**src/rtl/seq_add_pkg.sv**
```systemverilog
// -----------------------------------------------------------------------------
// seq_add_pkg
// Shared definitions for the byte-serial adder:
//   state_t   - controller states (IDLE, ADD, DONE)
//   BYTE_W    - width of one operand slice processed per ADD cycle
//   cnt_width - byte counter width for a given byte count (never below 1)
// -----------------------------------------------------------------------------
package seq_add_pkg;

  localparam int BYTE_W = 8;

  typedef enum logic [1:0] {
    IDLE = 2'd0,
    ADD  = 2'd1,
    DONE = 2'd2
  } state_t;

  // A single-byte adder still needs a 1-bit counter so the index stays legal.
  function automatic int cnt_width(input int n);
    return (n > 1) ? $clog2(n) : 1;
  endfunction

endpackage

```
**src/rtl/seq_add_rca8_if.sv**
```systemverilog
// -----------------------------------------------------------------------------
// seq_add_rca8_if
// Operand/result handshake bundle for seq_add_rca8.
//   in_valid  : producer offers operand pair a/b
//   in_ready  : adder accepts operands this cycle
//   a, b      : unsigned operands, NBYTES*8 bits
//   out_valid : sum holds a completed result
//   out_ready : consumer takes the result this cycle
//   sum       : unsigned a+b, final carry at the MSB (NBYTES*8+1 bits)
// master = operand producer / result consumer, slave = the adder.
// -----------------------------------------------------------------------------
interface seq_add_rca8_if #(
  parameter int NBYTES = 4
);
  import seq_add_pkg::*;

  localparam int W = BYTE_W * NBYTES;

  logic         in_valid;
  logic         in_ready;
  logic [W-1:0] a;
  logic [W-1:0] b;
  logic         out_valid;
  logic         out_ready;
  logic [W:0]   sum;

  modport master (
    output in_valid, a, b, out_ready,
    input  in_ready, out_valid, sum
  );

  modport slave (
    input  in_valid, a, b, out_ready,
    output in_ready, out_valid, sum
  );

endinterface

```
**src/rtl/rca8_cin.sv**
```systemverilog
// -----------------------------------------------------------------------------
// rca8_cin
// Purely combinational 8-bit ripple-carry adder with carry-in.
//   a, b : 8-bit addends
//   cin  : carry into the bit-0 full adder
//   sum  : 8-bit result
//   cout : carry out of bit 7
// -----------------------------------------------------------------------------
module rca8_cin
  import seq_add_pkg::*;
(
  input  logic [BYTE_W-1:0] a,
  input  logic [BYTE_W-1:0] b,
  input  logic              cin,
  output logic [BYTE_W-1:0] sum,
  output logic              cout
);

  logic c;

  // Carry ripples bit by bit; each iteration is one full-adder cell.
  always_comb begin
    c   = cin;
    sum = '0;
    for (int i = 0; i < BYTE_W; i++) begin
      sum[i] = a[i] ^ b[i] ^ c;
      c      = (a[i] & b[i]) | (c & (a[i] ^ b[i]));
    end
    cout = c;
  end

endmodule

```
**src/rtl/seq_add_rca8.sv**
```systemverilog
// -----------------------------------------------------------------------------
// seq_add_rca8
// Byte-serial unsigned adder. An accepted operand pair is summed one byte per
// cycle through a single 8-bit ripple adder, least significant byte first,
// with the carry held in a register between bytes. The result is presented
// NBYTES cycles after acceptance and held until the consumer takes it.
//   clk : rising-edge clock
//   rst : synchronous, active-high reset (aborts any operation in flight)
//   bus : seq_add_rca8_if slave (in_valid/in_ready/a/b, out_valid/out_ready/sum)
// Parameter NBYTES: operand width in bytes, 1..16.
// -----------------------------------------------------------------------------
module seq_add_rca8
  import seq_add_pkg::*;
#(
  parameter int NBYTES = 4
) (
  input  logic          clk,
  input  logic          rst,
  seq_add_rca8_if.slave bus
);

  localparam int              W    = BYTE_W * NBYTES;
  localparam int              CW   = cnt_width(NBYTES);
  localparam logic [CW-1:0]   LAST = CW'(NBYTES - 1);

  state_t              state;
  logic [W-1:0]        a_q;
  logic [W-1:0]        b_q;
  logic [W:0]          sum_q;
  logic                carry_q;
  logic [CW-1:0]       cnt_q;
  logic                in_ready_q;
  logic                out_valid_q;

  logic [BYTE_W-1:0]   byte_a;
  logic [BYTE_W-1:0]   byte_b;
  logic [BYTE_W-1:0]   byte_s;
  logic                byte_co;
  logic                accept;

  assign byte_a = a_q[cnt_q*BYTE_W +: BYTE_W];
  assign byte_b = b_q[cnt_q*BYTE_W +: BYTE_W];

  rca8_cin u_rca (
    .a    (byte_a),
    .b    (byte_b),
    .cin  (carry_q),
    .sum  (byte_s),
    .cout (byte_co)
  );

  // in_ready_q is already 1 on the reset edge; masking with rst keeps the
  // port low while reset is held and high the first cycle after release.
  assign bus.in_ready  = in_ready_q & ~rst;
  assign bus.out_valid = out_valid_q;
  assign bus.sum       = sum_q;

  assign accept = bus.in_valid & bus.in_ready;

  always_ff @(posedge clk) begin
    if (rst) begin
      state       <= IDLE;
      a_q         <= '0;
      b_q         <= '0;
      sum_q       <= '0;
      carry_q     <= 1'b0;
      cnt_q       <= '0;
      in_ready_q  <= 1'b1;
      out_valid_q <= 1'b0;
    end else begin
      case (state)
        IDLE: begin
          if (accept) begin
            a_q        <= bus.a;
            b_q        <= bus.b;
            carry_q    <= 1'b0;
            cnt_q      <= '0;
            sum_q      <= '0;
            in_ready_q <= 1'b0;
            state      <= ADD;
          end
        end

        ADD: begin
          sum_q[cnt_q*BYTE_W +: BYTE_W] <= byte_s;
          carry_q                       <= byte_co;
          if (cnt_q == LAST) begin
            // Counter is held on the last byte so it never wraps.
            sum_q[W]    <= byte_co;
            out_valid_q <= 1'b1;
            state       <= DONE;
          end else begin
            cnt_q <= cnt_q + 1'b1;
          end
        end

        DONE: begin
          if (bus.out_ready) begin
            out_valid_q <= 1'b0;
            in_ready_q  <= 1'b1;
            state       <= IDLE;
          end
        end

        default: begin
          out_valid_q <= 1'b0;
          in_ready_q  <= 1'b1;
          state       <= IDLE;
        end
      endcase
    end
  end

endmodule

```
**src/flat_wrapper.sv**
```systemverilog
// flat-port wrapper written by rule: the top's interface ports become plain ports
module seq_add_rca8_flat import seq_add_pkg::*;
#(
  parameter int NBYTES = 4
)
  (clk, rst, bus_in_valid, bus_a, bus_b, bus_out_ready, bus_in_ready, bus_out_valid, bus_sum);
  seq_add_rca8_if #(.NBYTES(NBYTES)) bus_i ();
  input  logic clk;
  input  logic rst;
  input wire logic [$bits(bus_i.in_valid)-1:0] bus_in_valid;
  input wire logic [$bits(bus_i.a)-1:0] bus_a;
  input wire logic [$bits(bus_i.b)-1:0] bus_b;
  input wire logic [$bits(bus_i.out_ready)-1:0] bus_out_ready;
  output wire logic [$bits(bus_i.in_ready)-1:0] bus_in_ready;
  output wire logic [$bits(bus_i.out_valid)-1:0] bus_out_valid;
  output wire logic [$bits(bus_i.sum)-1:0] bus_sum;
  assign bus_i.in_valid = bus_in_valid;
  assign bus_i.a = bus_a;
  assign bus_i.b = bus_b;
  assign bus_i.out_ready = bus_out_ready;
  assign bus_in_ready = bus_i.in_ready;
  assign bus_out_valid = bus_i.out_valid;
  assign bus_sum = bus_i.sum;
  seq_add_rca8 #(.NBYTES(NBYTES)) u_core (.clk(clk), .rst(rst), .bus(bus_i));
endmodule
```
**config.mk**
```make
export PLATFORM = sky130hd
export DESIGN_NAME = seq_add_rca8_flat
export DESIGN_NICKNAME = d
export VERILOG_FILES = /design/src/rtl/seq_add_pkg.sv /design/src/rtl/seq_add_rca8_if.sv /design/src/rtl/rca8_cin.sv /design/src/rtl/seq_add_rca8.sv /design/src/flat_wrapper.sv
export SDC_FILE = /design/constraint.sdc
export NUM_CORES = 1
export LEC_CHECK = 0
export CAP_MARGIN = 40
export CORE_MARGIN = 4
export CORE_UTILIZATION = 45
export CTS_CLUSTER_DIAMETER = 120
export DETAILED_ROUTE_END_ITERATION = 7
export GPL_ROUTABILITY_DRIVEN = 0
export GPL_TIMING_DRIVEN = 0
export PLACE_DENSITY_LB_ADDON = 0.1
export SETUP_SLACK_MARGIN = 0.4
export SLEW_MARGIN = 20
export SYNTH_ARGS = -nofsm -noshare
export SYNTH_HDL_FRONTEND = slang
export SYNTH_SLANG_ARGS = --single-unit
```
**constraint.sdc**
```tcl
create_clock -name clk -period 10.9 [get_ports clk]
set_input_delay 1.635 -clock clk [delete_from_list [all_inputs] [get_ports clk]]
set_output_delay 1.635 -clock clk [all_outputs]
set_load 0.005 [all_outputs]
```
==> impl_results.html, run 1 <==
<table>
<tr><th>Metric</th><th>Value</th></tr>
<tr><th colspan="2">Critical path</th></tr>
<tr><td>Kind of critical path</td><td>register to register</td></tr>
<tr><td>Req. time, crit path</td><td>11.21 ns</td></tr>
<tr><td>Setup slack, reg-to-reg</td><td>5.92 ns</td></tr>
<tr><td>R2r startpoint</td><td>u_core.cnt_q[1]$_SDFFE_PP0P_</td></tr>
<tr><td>Worst Path Max Fanout</td><td>10</td></tr>
<tr><td>Path depth of the worst reg2reg path</td><td>16</td></tr>
<tr><td>Endpoint type of the worst setup path</td><td>register</td></tr>
<tr><td>Nature of the critical path startpoint</td><td>register</td></tr>
<tr><td>Arrival time of the worst setup path</td><td>5.28 ns</td></tr>
<tr><td>Terminus of the critical flop-to-flop path</td><td>u_core.bus.sum[7]$_SDFFE_PP0P_</td></tr>
<tr><th colspan="2">Synth</th></tr>
<tr><td>Post-synthesis cell type with the largest combined area</td><td>sky130_fd_sc_hd__dfxtp_1</td></tr>
<tr><td>Count of mapped cells out of synthesis</td><td>470</td></tr>
<tr><td>Synthesis-stage register bit count</td><td>104</td></tr>
<tr><td>Post-synth net total</td><td>550</td></tr>
<tr><td>Portion of the post-synthesis area used by sequential elements</td><td>47.4%</td></tr>
<tr><td>Netlist Area Pre-Place</td><td>4400 um^2</td></tr>
<tr><td>Ranking of synthesized cells by area</td><td>sky130_fd_sc_hd__dfxtp_1 (47%), sky130_fd_sc_hd__nand2_1 (12%), sky130_fd_sc_hd__a21oi_1 (8.3%)</td></tr>
<tr><td>Total of warnings raised by yosys</td><td>0</td></tr>
<tr><td>Synth top area share</td><td>roughly 47%</td></tr>
<tr><td>Number of distinct standard cells referenced by the synthesized netlist</td><td>35</td></tr>
<tr><td>Mean post-synth cell area</td><td>9.35 um^2</td></tr>
<tr><th colspan="2">Hold path</th></tr>
<tr><td>Worst hold path endpoint</td><td>u_core.b_q[29]$_SDFFE_PP0P_</td></tr>
<tr><td>Startpoint of the worst hold path</td><td>u_core.b_q[29]$_SDFFE_PP0P_</td></tr>
<tr><td>Depth of the worst hold-timing path</td><td>2</td></tr>
<tr><td>Classification of the worst-slack hold path</td><td>register to register</td></tr>
<tr><th colspan="2">Timing</th></tr>
<tr><td>Setup total negative slack</td><td>0 ns</td></tr>
<tr><td>Layout Skew</td><td>0.0132 ns</td></tr>
<tr><td>Setup violations, final</td><td>0</td></tr>
<tr><td>Slew at the pin closest to its max-slew limit</td><td>0.650 ns</td></tr>
<tr><td>Min Clock Period, post-route</td><td>4.98 ns</td></tr>
<tr><td>Final critical-path setup slack</td><td>around 5.9 ns</td></tr>
<tr><td>Post-route fraction of the period consumed by the critical path</td><td>between 40% and 50%</td></tr>
<tr><td>Final Hold Fails</td><td>0</td></tr>
<tr><td>Max transition margin</td><td>56.6%</td></tr>
<tr><td>Max-slew violation count</td><td>0</td></tr>
<tr><td>Highest attainable clock frequency</td><td>~200 MHz</td></tr>
<tr><td>Unrepaired setup endpoints after global routing</td><td>false</td></tr>
<tr><th colspan="2">CTS</th></tr>
<tr><td>CTS H-Tree Depth</td><td>3</td></tr>
<tr><td>Cts-stage hold buffer count</td><td>0</td></tr>
<tr><td>Post-CTS Resized</td><td>0</td></tr>
<tr><td>Master cell of the clock root buffer</td><td>sky130_fd_sc_hd__clkbuf_8</td></tr>
<tr><td># clock sinks</td><td>104</td></tr>
<tr><td>Number of buffers on the longest clock path</td><td>2</td></tr>
<tr><td>Cts bufs inserted</td><td>9</td></tr>
<tr><td>Clock insertion delay at the later pin of the skew report</td><td>0.37 ns</td></tr>
<tr><td>Clock transition at the registers of the reported paths</td><td>0.10 ns</td></tr>
<tr><td>TritonCTS clock tree</td><td>done</td></tr>
<tr><td>Total setup buffers inserted after CTS</td><td>0</td></tr>
<tr><th colspan="2">Final layout</th></tr>
<tr><td>Share of final-layout standard cells stronger than drive strength 1</td><td>10.5%</td></tr>
<tr><td>Filler cell count</td><td>861</td></tr>
<tr><td>Most used cells in the layout excluding fill and tap cells</td><td>sky130_fd_sc_hd__nand2_1 (138), sky130_fd_sc_hd__dfxtp_1 (104), sky130_fd_sc_hd__clkdlybuf4s50_1 (102)</td></tr>
<tr><td>Syn-to-layout area delta</td><td>32.3%</td></tr>
<tr><td>Most frequent standard cell in the layout excluding fill and tap cells</td><td>sky130_fd_sc_hd__nand2_1</td></tr>
<tr><td>N_diodes</td><td>0</td></tr>
<tr><td>Layout Nets</td><td>663</td></tr>
<tr><th colspan="2">Floorplan</th></tr>
<tr><td>Chip width</td><td>107 um</td></tr>
<tr><td>I/O pin count</td><td>between 100 and 150</td></tr>
<tr><td>CORE AREA</td><td>9370 um^2</td></tr>
<tr><td>Height of the die</td><td>107 um</td></tr>
<tr><td>Number of placement rows</td><td>35</td></tr>
<tr><td>Initial standard-cell utilization of the core</td><td>46.9%</td></tr>
<tr><td>Die Area</td><td>11400 um^2</td></tr>
<tr><th colspan="2">Global routing</th></tr>
<tr><td>Global routing met1 resource utilization</td><td>27.0%</td></tr>
<tr><td>Number of global-route vias before repair</td><td>around 3700</td></tr>
<tr><td>First-pass GRT wire length</td><td>18600 um</td></tr>
<tr><td>Aggregate global-route resource usage</td><td>20.7%</td></tr>
<tr><td>Most utilized layer in the global route result</td><td>met2</td></tr>
<tr><td>Met2 usage</td><td>33.9%</td></tr>
<tr><td>GR met3 Demand/Resource</td><td>4.58%</td></tr>
<tr><td>Largest net degree at the start of global routing</td><td>20</td></tr>
<tr><td>Global route overflow</td><td>0</td></tr>
<tr><td>Antenna violations before repair</td><td>0</td></tr>
<tr><th colspan="2">Route</th></tr>
<tr><td>ANT nets after route</td><td>0</td></tr>
<tr><td>Residual DRC count</td><td>0</td></tr>
<tr><td>Post-Route WL</td><td>11400 um</td></tr>
<tr><td>Per-cell routed wire length</td><td>~16 um</td></tr>
<tr><td>Via Count</td><td>3716</td></tr>
<tr><td>Iteration-0 DRC count of the detailed router</td><td>156</td></tr>
<tr><td>Routed via count divided by cell count</td><td>just over 5</td></tr>
<tr><td>Number of detailed-routing iterations run before antenna repair</td><td>5</td></tr>
<tr><th colspan="2">Outcome</th></tr>
<tr><td>Outcome</td><td>finished clean</td></tr>
<tr><th colspan="2">Place</th></tr>
<tr><td>Pre-CTS setup slack</td><td>5.96 ns</td></tr>
<tr><td>Port Buffer Count</td><td>102</td></tr>
<tr><td>DPL Wire Length</td><td>8600 um</td></tr>
<tr><th colspan="2">Power and ir drop</th></tr>
<tr><td>Worst supply voltage drop on vdd</td><td>0.0000855 V</td></tr>
<tr><td>Standby leakage power</td><td>2.05 nW</td></tr>
<tr><td>P per Cell Area</td><td>133 nW/um^2</td></tr>
<tr><th colspan="2">Job</th></tr>
<tr><td>Count of maximum capacitance violations</td><td>0</td></tr>
</table>
[worst max-delay path: stages, from the launching register on]
cell and delay, ns:
sky130_fd_sc_hd__dfxtp_1 0.37, sky130_fd_sc_hd__buf_2 0.32, sky130_fd_sc_hd__buf_2 0.34, sky130_fd_sc_hd__mux4_2 0.26, sky130_fd_sc_hd__inv_1 0.06, sky130_fd_sc_hd__fa_1 0.43
sky130_fd_sc_hd__fa_1 0.40, sky130_fd_sc_hd__fa_1 0.39, sky130_fd_sc_hd__fa_1 0.38, sky130_fd_sc_hd__fa_1 0.38, sky130_fd_sc_hd__fa_1 0.37, sky130_fd_sc_hd__inv_1 0.08
sky130_fd_sc_hd__fa_1 0.16, sky130_fd_sc_hd__inv_1 0.05, sky130_fd_sc_hd__fa_1 0.44, sky130_fd_sc_hd__nor2_1 0.31, sky130_fd_sc_hd__a22o_1 0.18
[cell type report]
cell class / count / area, um^2 / share of cell area (%)
clock inverter: 7 / 113 / 1.94
timing repair buffer: 102 / 1020 / 17.6
multi-input combinational: 316 / 2030 / 34.9
sequential: 104 / 2080 / 35.8
inverter: 20 / 75.1 / 1.29
buffer: 30 / 206 / 3.55
clock buffer: 9 / 124 / 2.13
tap: 129 / 161 / 2.78
[registers in the layout, summed over array words and instances, names as in the netlist]
name / count
u_core.bus.sum: 33
u_core.b_q: 32
u_core.bus.out_valid: 1
u_core.cnt_q: 2
u_core.carry_q: 1
u_core.a_q: 32
u_core.state: 2
u_core.in_ready_q: 1
[cell families (layout without fill, tap and decap cells)]
family | Yosys count | in the layout | share of synthesized area, %
flip-flops | 104 | 104 | 47.4
buffers and inverters | 50 | 168 | 6.40
adder cells (fa/ha/maj) | 12 | 12 | 4.78
multiplexers | 16 | 16 | 8.20
AND/OR/NAND/NOR | 178 | 178 | 17.7
AO/OA/AOI/OAI | 110 | 110 | 15.5
[synthesized netlist by cell type (all sizes together)]
| library cell | instances |
|---|---|
| o21a | 1 |
| nor2 | 20 |
| mux4 | 16 |
| nand3b | 2 |
| nor3 | 2 |
| or3b | 1 |
| fa | 8 |
| inv | 20 |
| nand2b | 3 |
| ha | 4 |
| a31oi | 1 |
| a2bb2oi | 1 |
| buf | 24 |
| dfxtp | 104 |
| o21ai | 1 |
| nor2b | 4 |
| a22o | 32 |
| o311ai | 1 |
| and2 | 1 |
| nand2 | 138 |
| clkbuf | 6 |
| a21oi | 73 |
| nand4 | 1 |
| nand3 | 1 |
| and3 | 1 |
| nor3b | 3 |
| nor4b | 1 |
[routing by layer]
layer  part of all wire, %  wire length, um
met1                    44             5050
met2                    49             5550
met3                   5.5              624
met4                   1.9              223
met5                     0                0
[report_power, final]
| group | internal [W] | leakage, nW | total (W) | switching (W) |
|---|---|---|---|---|
| Sequential | 0.000392 | 0.844 | 0.000399 | 0.00000687 |
| Combinational | 0.0000488 | 1.09 | 0.0000984 | 0.0000496 |
| Clock | 0.000134 | 0.115 | 0.000274 | 0.000140 |
| Total | 0.000575 | 2.05 | 0.000772 | 0.000197 |
[how the worst max path moves through the flow]
stage	endpoint	slack (ns)	startpoint
6_report	u_core.bus.sum[7]$_SDFFE_PP0P_	5.92	u_core.cnt_q[1]$_SDFFE_PP0P_
3_3_place_gp	u_core.bus.sum[7]$_SDFFE_PP0P_	6.04	u_core.cnt_q[1]$_SDFFE_PP0P_
2_1_floorplan	u_core.bus.sum[15]$_SDFFE_PP0P_	6.50	u_core.cnt_q[1]$_SDFFE_PP0P_
5_1_grt	u_core.bus.sum[23]$_SDFFE_PP0P_	5.71	u_core.cnt_q[1]$_SDFFE_PP0P_
4_1_cts	u_core.bus.sum[7]$_SDFFE_PP0P_	5.90	u_core.cnt_q[1]$_SDFFE_PP0P_
3_5_place_dp	u_core.bus.sum[23]$_SDFFE_PP0P_	5.96	u_core.cnt_q[1]$_SDFFE_PP0P_
[stage by stage]
| stage | hold slack (ns) | cells | util (%) | cell area [um^2] | total power (W) |
|---|---|---|---|---|---|
| 3_5_place_dp | 0.446 | 701 | 59.5 | 5580 | 0.000506 |
| 6_report | 0.457 | 717 | 62.0 | 5810 | 0.000772 |
| 5_1_grt | 0.482 | 717 | 62.0 | 5810 | 0.000802 |
| 3_3_place_gp | 0.439 | 701 | 59.5 | 5580 | 0.000503 |
| 2_1_floorplan | 0.433 | 470 | - | 4400 | 0.000460 |
| 4_1_cts | 0.461 | 717 | 62.0 | 5810 | 0.000775 |
No activity file was read; power rests on OpenSTA's default activity.
==> inputs of run 2 (changes only) <==
- clock period: 10.9 -> 4.6 ns (I/O delays scaled with it)
==> run 2 against run 1 <==
Worst setup slack lost 5.4 ns. Non-clock buffer count increased by 5. Sequential power grew 140%. Cell count is 0.70% higher. Clock skew grew 0.00075 ns. Critical path depth shrank 1. Via count shrank 0.57%. Critical path type unchanged. Critical endpoint is now u_core.bus.sum[23]$_SDFFE_PP0P_.
==> impl_results.html, run 2 (synthesis results as in run 1) <==
<table>
<tr><th>Metric</th><th>Value</th></tr>
<tr><th colspan="2">Outcome</th></tr>
<tr><td>Outcome</td><td>finished clean</td></tr>
<tr><th colspan="2">Place</th></tr>
<tr><td>DPL Wire Length</td><td>8600 um</td></tr>
<tr><td>Port Buffer Count</td><td>102</td></tr>
<tr><th colspan="2">Route</th></tr>
<tr><td>Number of detailed-routing iterations run before antenna repair</td><td>4</td></tr>
<tr><td>Via Count</td><td>3695</td></tr>
<tr><td>Per-cell routed wire length</td><td>about 16 um</td></tr>
<tr><td>ANT nets after route</td><td>0</td></tr>
<tr><td>Residual DRC count</td><td>0</td></tr>
<tr><td>Iteration-0 DRC count of the detailed router</td><td>100</td></tr>
<tr><td>Post-Route WL</td><td>11300 um</td></tr>
<tr><td>Routed via count divided by cell count</td><td>around 5.1</td></tr>
<tr><th colspan="2">CTS</th></tr>
<tr><td>Master cell of the clock root buffer</td><td>sky130_fd_sc_hd__clkbuf_8</td></tr>
<tr><td>Clock insertion delay at the later pin of the skew report</td><td>0.37 ns</td></tr>
<tr><td>TritonCTS clock tree</td><td>done</td></tr>
<tr><td>CTS H-Tree Depth</td><td>3</td></tr>
<tr><td>Cts-stage hold buffer count</td><td>0</td></tr>
<tr><td>Number of buffers on the longest clock path</td><td>2</td></tr>
<tr><td>Cts bufs inserted</td><td>9</td></tr>
<tr><td># clock sinks</td><td>104</td></tr>
<tr><td>Clock transition at the registers of the reported paths</td><td>about 0.1 ns</td></tr>
<tr><th colspan="2">Global routing</th></tr>
<tr><td>Antenna violations before repair</td><td>0</td></tr>
<tr><td>Largest net degree at the start of global routing</td><td>19</td></tr>
<tr><td>Number of global-route vias before repair</td><td>3796</td></tr>
<tr><td>Aggregate global-route resource usage</td><td>20.6%</td></tr>
<tr><td>First-pass GRT wire length</td><td>18600 um</td></tr>
<tr><td>Global route overflow</td><td>0</td></tr>
<tr><th colspan="2">Critical path</th></tr>
<tr><td>Req. time, crit path</td><td>4.86 ns</td></tr>
<tr><td>Arrival time of the worst setup path</td><td>4.37 ns</td></tr>
<tr><td>Nature of the critical path startpoint</td><td>register</td></tr>
<tr><td>Kind of critical path</td><td>register to register</td></tr>
<tr><td>Beginning of the critical path</td><td>u_core.cnt_q[0]$_SDFFE_PP0P_</td></tr>
<tr><td>R2r startpoint</td><td>u_core.cnt_q[0]$_SDFFE_PP0P_</td></tr>
<tr><td>Endpoint type of the worst setup path</td><td>register</td></tr>
<tr><td>Worst Path Max Fanout</td><td>4</td></tr>
<tr><th colspan="2">Floorplan</th></tr>
<tr><td>Initial standard-cell utilization of the core</td><td>a little under half</td></tr>
<tr><td>I/O pin count</td><td>103</td></tr>
<tr><td>Number of placement rows</td><td>35</td></tr>
<tr><td>Height of the die</td><td>107 um</td></tr>
<tr><td>Chip width</td><td>107 um</td></tr>
<tr><td>Die Area</td><td>between 10000 and 15000 um^2</td></tr>
<tr><td>CORE AREA</td><td>9370 um^2</td></tr>
<tr><th colspan="2">Hold path</th></tr>
<tr><td>Startpoint of the worst hold path</td><td>u_core.b_q[31]$_SDFFE_PP0P_</td></tr>
<tr><td>Classification of the worst-slack hold path</td><td>register to register</td></tr>
<tr><th colspan="2">Final layout</th></tr>
<tr><td>N_diodes</td><td>0</td></tr>
<tr><td>Syn-to-layout area delta</td><td>33.7%</td></tr>
<tr><td>Layout Nets</td><td>668</td></tr>
<tr><td>Largest register FFs</td><td>33</td></tr>
<tr><td>Share of final-layout standard cells stronger than drive strength 1</td><td>between 10% and 20%</td></tr>
<tr><td>Most frequent standard cell in the layout excluding fill and tap cells</td><td>sky130_fd_sc_hd__nand2_1</td></tr>
<tr><td>Most used cells in the layout excluding fill and tap cells</td><td>sky130_fd_sc_hd__nand2_1 (138), sky130_fd_sc_hd__clkdlybuf4s50_1 (102), sky130_fd_sc_hd__dfxtp_1 (102)</td></tr>
<tr><th colspan="2">Timing</th></tr>
<tr><td>Max transition margin</td><td>57.5%</td></tr>
<tr><td>Max-slew violation count</td><td>0</td></tr>
<tr><td>Unrepaired setup endpoints after global routing</td><td>true</td></tr>
<tr><td>Highest attainable clock frequency</td><td>between 200 and 250 MHz</td></tr>
<tr><td>Setup total negative slack</td><td>0 ns</td></tr>
<tr><td>Final Hold Fails</td><td>0</td></tr>
<tr><td>Setup violations, final</td><td>0</td></tr>
<tr><td>Layout Skew</td><td>between 0.01 and 0.015 ns</td></tr>
<tr><td>Post-route fraction of the period consumed by the critical path</td><td>89.5%</td></tr>
<tr><td>Min Clock Period, post-route</td><td>4.12 ns</td></tr>
<tr><td>Slew at the pin closest to its max-slew limit</td><td>0.638 ns</td></tr>
<tr><th colspan="2">Power and ir drop</th></tr>
<tr><td>Part of the power in the clock network</td><td>between 30% and 40%</td></tr>
<tr><td>PnR Total Power</td><td>0.00177 W</td></tr>
<tr><td>Standby leakage power</td><td>2.07 nW</td></tr>
<tr><td>Worst supply voltage drop on vdd</td><td>0.000189 V</td></tr>
<tr><td>Switching power summed over all nets</td><td>0.000464 W</td></tr>
<tr><td>Gate power share</td><td>between 10% and 20%</td></tr>
<tr><td>P per Cell Area</td><td>302 nW/um^2</td></tr>
<tr><td>Share of total power consumed by net switching</td><td>26.2%</td></tr>
<tr><td>Relative contribution of sequential cells to total power</td><td>53.2%</td></tr>
<tr><td>Internal power component</td><td>between 0.001 and 0.0015 W</td></tr>
<tr><th colspan="2">Job</th></tr>
<tr><td>Count of maximum capacitance violations</td><td>0</td></tr>
</table>
[run 2: per-stage QoR]
stage                     area [um^2]  setup WS (ns)  std cells  hold WS (ns)  util (%)
after floorplan                  4410          0.425        470         0.433         -
after global placement           5600         0.0871        701         0.439      59.7
after detailed placement         5600         0.0491        701         0.447      59.7
after CTS                        5880          0.436        722         0.461      62.7
after global routing             5880          0.390        722         0.484      62.7
final                            5880          0.484        722         0.458      62.7
[run 2: metal layers]
metal,routed length [um],vias up,track usage (%)
li1,-,1827,-
met1,5020,1765,26.5
met2,5660,89,36.0
met3,468,14,3.07
met4,135,0,5.75
met5,0,-,0
[run 2: final cells by class]
class,count,area (um^2)
Clock buffer,10,128
Sequential cell,104,2090
Buffer,30,231
Multi-Input combinational cell,316,2060
Timing Repair Buffer,107,1060
Fill cell,861,3490
Clock inverter,6,75.1
Tap cell,129,161
Inverter,20,75.1
[run 2: timing repair]
item / CTS / global route
setup buffers: 5 / 0
pin swaps: 1 / 2
endpoints found under the setup margin: 10 / 5
resized for setup: 13 / 3
[run 2: critical path: stages (launching register included)]
cell                      delay (ns)
sky130_fd_sc_hd__dfxtp_4        0.37
sky130_fd_sc_hd__buf_12         0.13
sky130_fd_sc_hd__mux4_2         0.34
sky130_fd_sc_hd__inv_2          0.05
sky130_fd_sc_hd__fa_2           0.35
sky130_fd_sc_hd__fa_2           0.34
sky130_fd_sc_hd__fa_2           0.34
sky130_fd_sc_hd__fa_2           0.34
sky130_fd_sc_hd__fa_2           0.34
sky130_fd_sc_hd__fa_2           0.34
sky130_fd_sc_hd__inv_2          0.06
sky130_fd_sc_hd__fa_1           0.15
sky130_fd_sc_hd__inv_1          0.05
sky130_fd_sc_hd__fa_2           0.56
sky130_fd_sc_hd__nor2_4         0.06
sky130_fd_sc_hd__a22o_1         0.20
[run 2: power by group through the flow]
stage | sequential (W) | clock [W] | combinational [W]
final | 0.000945 | 0.000589 | 0.000241
after global routing | 0.000948 | 0.000633 | 0.000266
after CTS | 0.000944 | 0.000594 | 0.000242
after detailed placement | 0.000965 | 0 | 0.000233
after floorplan | 0.000960 | 0 | 0.000130
after global placement | 0.000964 | 0 | 0.000229
[run 2: final timing paths]
kind / endpoint / slack, ns / cells after the start
max: u_core.bus.sum[23]$_SDFFE_PP0P_ / 0.48 / 15
min: u_core.b_q[31]$_SDFFE_PP0P_ / 0.46 / 2
max reg2reg: u_core.bus.sum[23]$_SDFFE_PP0P_ / 0.48 / 15
min reg2reg: u_core.b_q[31]$_SDFFE_PP0P_ / 0.46 / 2
==> inputs of run 3 (changes only) <==
- clock period: 4.6 -> 3.4 ns (I/O delays scaled with it)
==> run 3 against run 2 <==
The run now ends with negative setup slack left. Sequential power is 35% higher. Wire length is 0.42% lower. First-iteration DRC count is 22% higher. Core utilization is 0.37 points higher. Via count is 0.27% lower. Die area stayed put. Total power is 31% higher. Cell count is 0.42% higher. Sequential share of layout area is 0.17 points lower. Highest routed layer unchanged.
==> impl_results.html, run 3 (synthesis results as in run 1) <==
<table>
<tr><th>Metric</th><th>Value</th></tr>
<tr><th colspan="2">Route</th></tr>
<tr><td>Routed via count divided by cell count</td><td>approximately 5.1</td></tr>
<tr><td>ANT nets after route</td><td>0</td></tr>
<tr><td>Iteration-0 DRC count of the detailed router</td><td>122</td></tr>
<tr><td>Via Count</td><td>between 3000 and 4000</td></tr>
<tr><td>Number of detailed-routing iterations run before antenna repair</td><td>4</td></tr>
<tr><td>Post-Route WL</td><td>11200 um</td></tr>
<tr><td>Residual DRC count</td><td>0</td></tr>
<tr><td>Per-cell routed wire length</td><td>15.5 um</td></tr>
<tr><th colspan="2">Power and ir drop</th></tr>
<tr><td>PnR Total Power</td><td>0.00232 W</td></tr>
<tr><td>Standby leakage power</td><td>slightly above 2 nW</td></tr>
<tr><td>Internal power component</td><td>0.00170 W</td></tr>
<tr><td>Relative contribution of sequential cells to total power</td><td>54.9%</td></tr>
<tr><td>P per Cell Area</td><td>393 nW/um^2</td></tr>
<tr><td>Part of the power in the clock network</td><td>approximately 30%</td></tr>
<tr><td>Gate power share</td><td>about 14%</td></tr>
<tr><td>Worst supply voltage drop on vdd</td><td>roughly 0.00021 V</td></tr>
<tr><td>Switching power summed over all nets</td><td>0.000624 W</td></tr>
<tr><td>Share of total power consumed by net switching</td><td>between 20% and 30%</td></tr>
<tr><th colspan="2">Timing</th></tr>
<tr><td>Min Clock Period, post-route</td><td>between 4 and 5 ns</td></tr>
<tr><td>Layout Skew</td><td>0.0111 ns</td></tr>
<tr><td>Max-slew violation count</td><td>0</td></tr>
<tr><td>Highest attainable clock frequency</td><td>242 MHz</td></tr>
<tr><td>Final Hold Fails</td><td>0</td></tr>
<tr><td>Setup total negative slack</td><td>-6.86 ns</td></tr>
<tr><td>Slew at the pin closest to its max-slew limit</td><td>0.636 ns</td></tr>
<tr><td>Unrepaired setup endpoints after global routing</td><td>true</td></tr>
<tr><td>Final critical-path setup slack</td><td>-0.739 ns</td></tr>
<tr><td>Post-route fraction of the period consumed by the critical path</td><td>122%</td></tr>
<tr><td>Setup violations, final</td><td>14</td></tr>
<tr><td>Max transition margin</td><td>57.6%</td></tr>
<tr><th colspan="2">Place</th></tr>
<tr><td>DPL Wire Length</td><td>8600 um</td></tr>
<tr><td>Port Buffer Count</td><td>102</td></tr>
<tr><td>Post-detailed-placement cell area</td><td>about 5600 um^2</td></tr>
<tr><th colspan="2">Final layout</th></tr>
<tr><td>Syn-to-layout area delta</td><td>34.5%</td></tr>
<tr><td>Most frequent standard cell in the layout excluding fill and tap cells</td><td>sky130_fd_sc_hd__nand2_1</td></tr>
<tr><td>Largest register FFs</td><td>33</td></tr>
<tr><td>Layout Nets</td><td>671</td></tr>
<tr><td>Summed area of non-filler cells in the final layout</td><td>5910 um^2</td></tr>
<tr><td>N_diodes</td><td>0</td></tr>
<tr><td>Most used cells in the layout excluding fill and tap cells</td><td>sky130_fd_sc_hd__nand2_1 (138), sky130_fd_sc_hd__clkdlybuf4s50_1 (102), sky130_fd_sc_hd__dfxtp_1 (102)</td></tr>
<tr><td>Share of final-layout standard cells stronger than drive strength 1</td><td>14.1%</td></tr>
<tr><th colspan="2">Critical path</th></tr>
<tr><td>Setup slack, reg-to-reg</td><td>-0.74 ns</td></tr>
<tr><td>Nature of the critical path startpoint</td><td>register</td></tr>
<tr><td>Endpoint type of the worst setup path</td><td>register</td></tr>
<tr><td>Arrival time of the worst setup path</td><td>roughly 4.4 ns</td></tr>
<tr><td>Path depth of the worst reg2reg path</td><td>15</td></tr>
<tr><td>CP top delay family</td><td>adder cells</td></tr>
<tr><td>Req. time, crit path</td><td>between 3 and 4 ns</td></tr>
<tr><td>Worst Path Max Fanout</td><td>4</td></tr>
<tr><td>Beginning of the critical path</td><td>u_core.cnt_q[0]$_SDFFE_PP0P_</td></tr>
<tr><td>Slowest stage cell on the critical path</td><td>sky130_fd_sc_hd__fa_1</td></tr>
<tr><td>Delay of the slowest cell on the worst path</td><td>0.52 ns</td></tr>
<tr><td>WP buf/inv</td><td>4</td></tr>
<tr><td>R2r startpoint</td><td>u_core.cnt_q[0]$_SDFFE_PP0P_</td></tr>
<tr><td>Kind of critical path</td><td>register to register</td></tr>
<tr><td>Most Frequent Cell on Critical Path</td><td>sky130_fd_sc_hd__fa_2</td></tr>
<tr><td>Count of cell instances traversed by the critical path</td><td>15</td></tr>
<tr><td>Chain of cells forming the critical path</td><td>buf_12, mux4_2, inv_2, fa_2, fa_2, fa_2, fa_2, fa_2, fa_2, inv_2, fa_1, inv_1, fa_1, nor2_4, a22o_1</td></tr>
<tr><th colspan="2">CTS</th></tr>
<tr><td>Cts bufs inserted</td><td>9</td></tr>
<tr><td>CTS H-Tree Depth</td><td>3</td></tr>
<tr><td>Clock insertion delay at the later pin of the skew report</td><td>around 0.37 ns</td></tr>
<tr><td>Number of buffers on the longest clock path</td><td>2</td></tr>
<tr><td># clock sinks</td><td>104</td></tr>
<tr><td>TritonCTS clock tree</td><td>done</td></tr>
<tr><td>Master cell of the clock root buffer</td><td>sky130_fd_sc_hd__clkbuf_8</td></tr>
<tr><td>Clock transition at the registers of the reported paths</td><td>0.10 ns</td></tr>
<tr><th colspan="2">Floorplan</th></tr>
<tr><td>Height of the die</td><td>107 um</td></tr>
<tr><td>Initial standard-cell utilization of the core</td><td>46.9%</td></tr>
<tr><td>I/O pin count</td><td>a little over 100</td></tr>
<tr><td>Number of placement rows</td><td>35</td></tr>
<tr><td>CORE AREA</td><td>9370 um^2</td></tr>
<tr><td>Chip width</td><td>between 100 and 150 um</td></tr>
<tr><td>Die Area</td><td>11400 um^2</td></tr>
<tr><th colspan="2">Global routing</th></tr>
<tr><td>Number of global-route vias before repair</td><td>3687</td></tr>
<tr><td>First-pass GRT wire length</td><td>between 15000 and 20000 um</td></tr>
<tr><td>Antenna violations before repair</td><td>0</td></tr>
<tr><td>Global route overflow</td><td>0</td></tr>
<tr><td>Aggregate global-route resource usage</td><td>between 20% and 30%</td></tr>
<tr><td>Largest net degree at the start of global routing</td><td>19</td></tr>
<tr><th colspan="2">Job</th></tr>
<tr><td>Count of maximum capacitance violations</td><td>0</td></tr>
<tr><th colspan="2">Hold path</th></tr>
<tr><td>Startpoint of the worst hold path</td><td>u_core.b_q[27]$_SDFFE_PP0P_</td></tr>
<tr><td>Depth of the worst hold-timing path</td><td>2</td></tr>
<tr><td>Classification of the worst-slack hold path</td><td>register to register</td></tr>
<tr><th colspan="2">Outcome</th></tr>
<tr><td>Violations in the final reports</td><td>negative setup slack</td></tr>
<tr><td>Outcome</td><td>finished with violations</td></tr>
</table>
-- run 3: cell count changes in the layout (fill, tap and decap cells not counted), sizes merged --
cell      delta
clkinvlp     +1
bufinv       -1
buf          +3
-- run 3: area by class of cell --
type	count	area, um^2
Tap cell	129	161
Sequential cell	104	2090
Multi-Input combinational cell	316	2080
Clock buffer	10	128
Buffer	30	249
Timing Repair Buffer	110	1080
Inverter	20	75.1
Fill cell	833	3460
Clock inverter	6	52.6
-- run 3: path summary, 6_finish.rpt --
kind | to
worst min-delay path | u_core.b_q[27]$_SDFFE_PP0P_
worst max-delay path | u_core.bus.sum[23]$_SDFFE_PP0P_
worst min register to register | u_core.b_q[27]$_SDFFE_PP0P_
worst max register to register | u_core.bus.sum[23]$_SDFFE_PP0P_
-- run 3: tightest hold or removal path: cells and delay by family (launching register included) --
family	cells	cell delay (ns)
compound gates	1	0.05
simple gates	1	0.05
flops	1	0.32
-- run 3: metrics by stage --
step	hold slack, ns	std cells	utilization (%)	worst slack (ns)
final	0.458	725	63.1	-0.739
after floorplan	0.433	470	-	-0.584
after global routing	0.472	725	63.1	-0.859
after detailed placement	0.446	701	60.0	-0.847
after CTS	0.458	724	62.9	-0.762
after global placement	0.438	701	60.0	-0.784
-- run 3: timing repair --
item / 4_1_cts / 5_1_grt
pin swaps: 0 / 3
buffers inserted: 7 / 1
setup endpoints to repair: 22 / 18
gates resized for setup: 9 / 3
hold buffers: 0 / 0
-- run 3: power by group through the flow --
stage	clock [W]	sequential, W	combinational (W)
final	0.000717	0.00128	0.000331
after global routing	0.000778	0.00128	0.000363
after CTS	0.000727	0.00128	0.000328
after detailed placement	0	0.00131	0.000318
after global placement	0	0.00130	0.000313
after floorplan	0	0.00130	0.000180
-- run 3: metal layers --
layer | up-vias | global-route usage [%] | part of all wire, %
met1 | 1741 | 24.8 | 43
met2 | 101 | 36.7 | 51
met3 | 14 | 4.52 | 5.2
li1 | 1829 | - | -
met5 | - | 0 | 0
met4 | 0 | 5.94 | 1.3
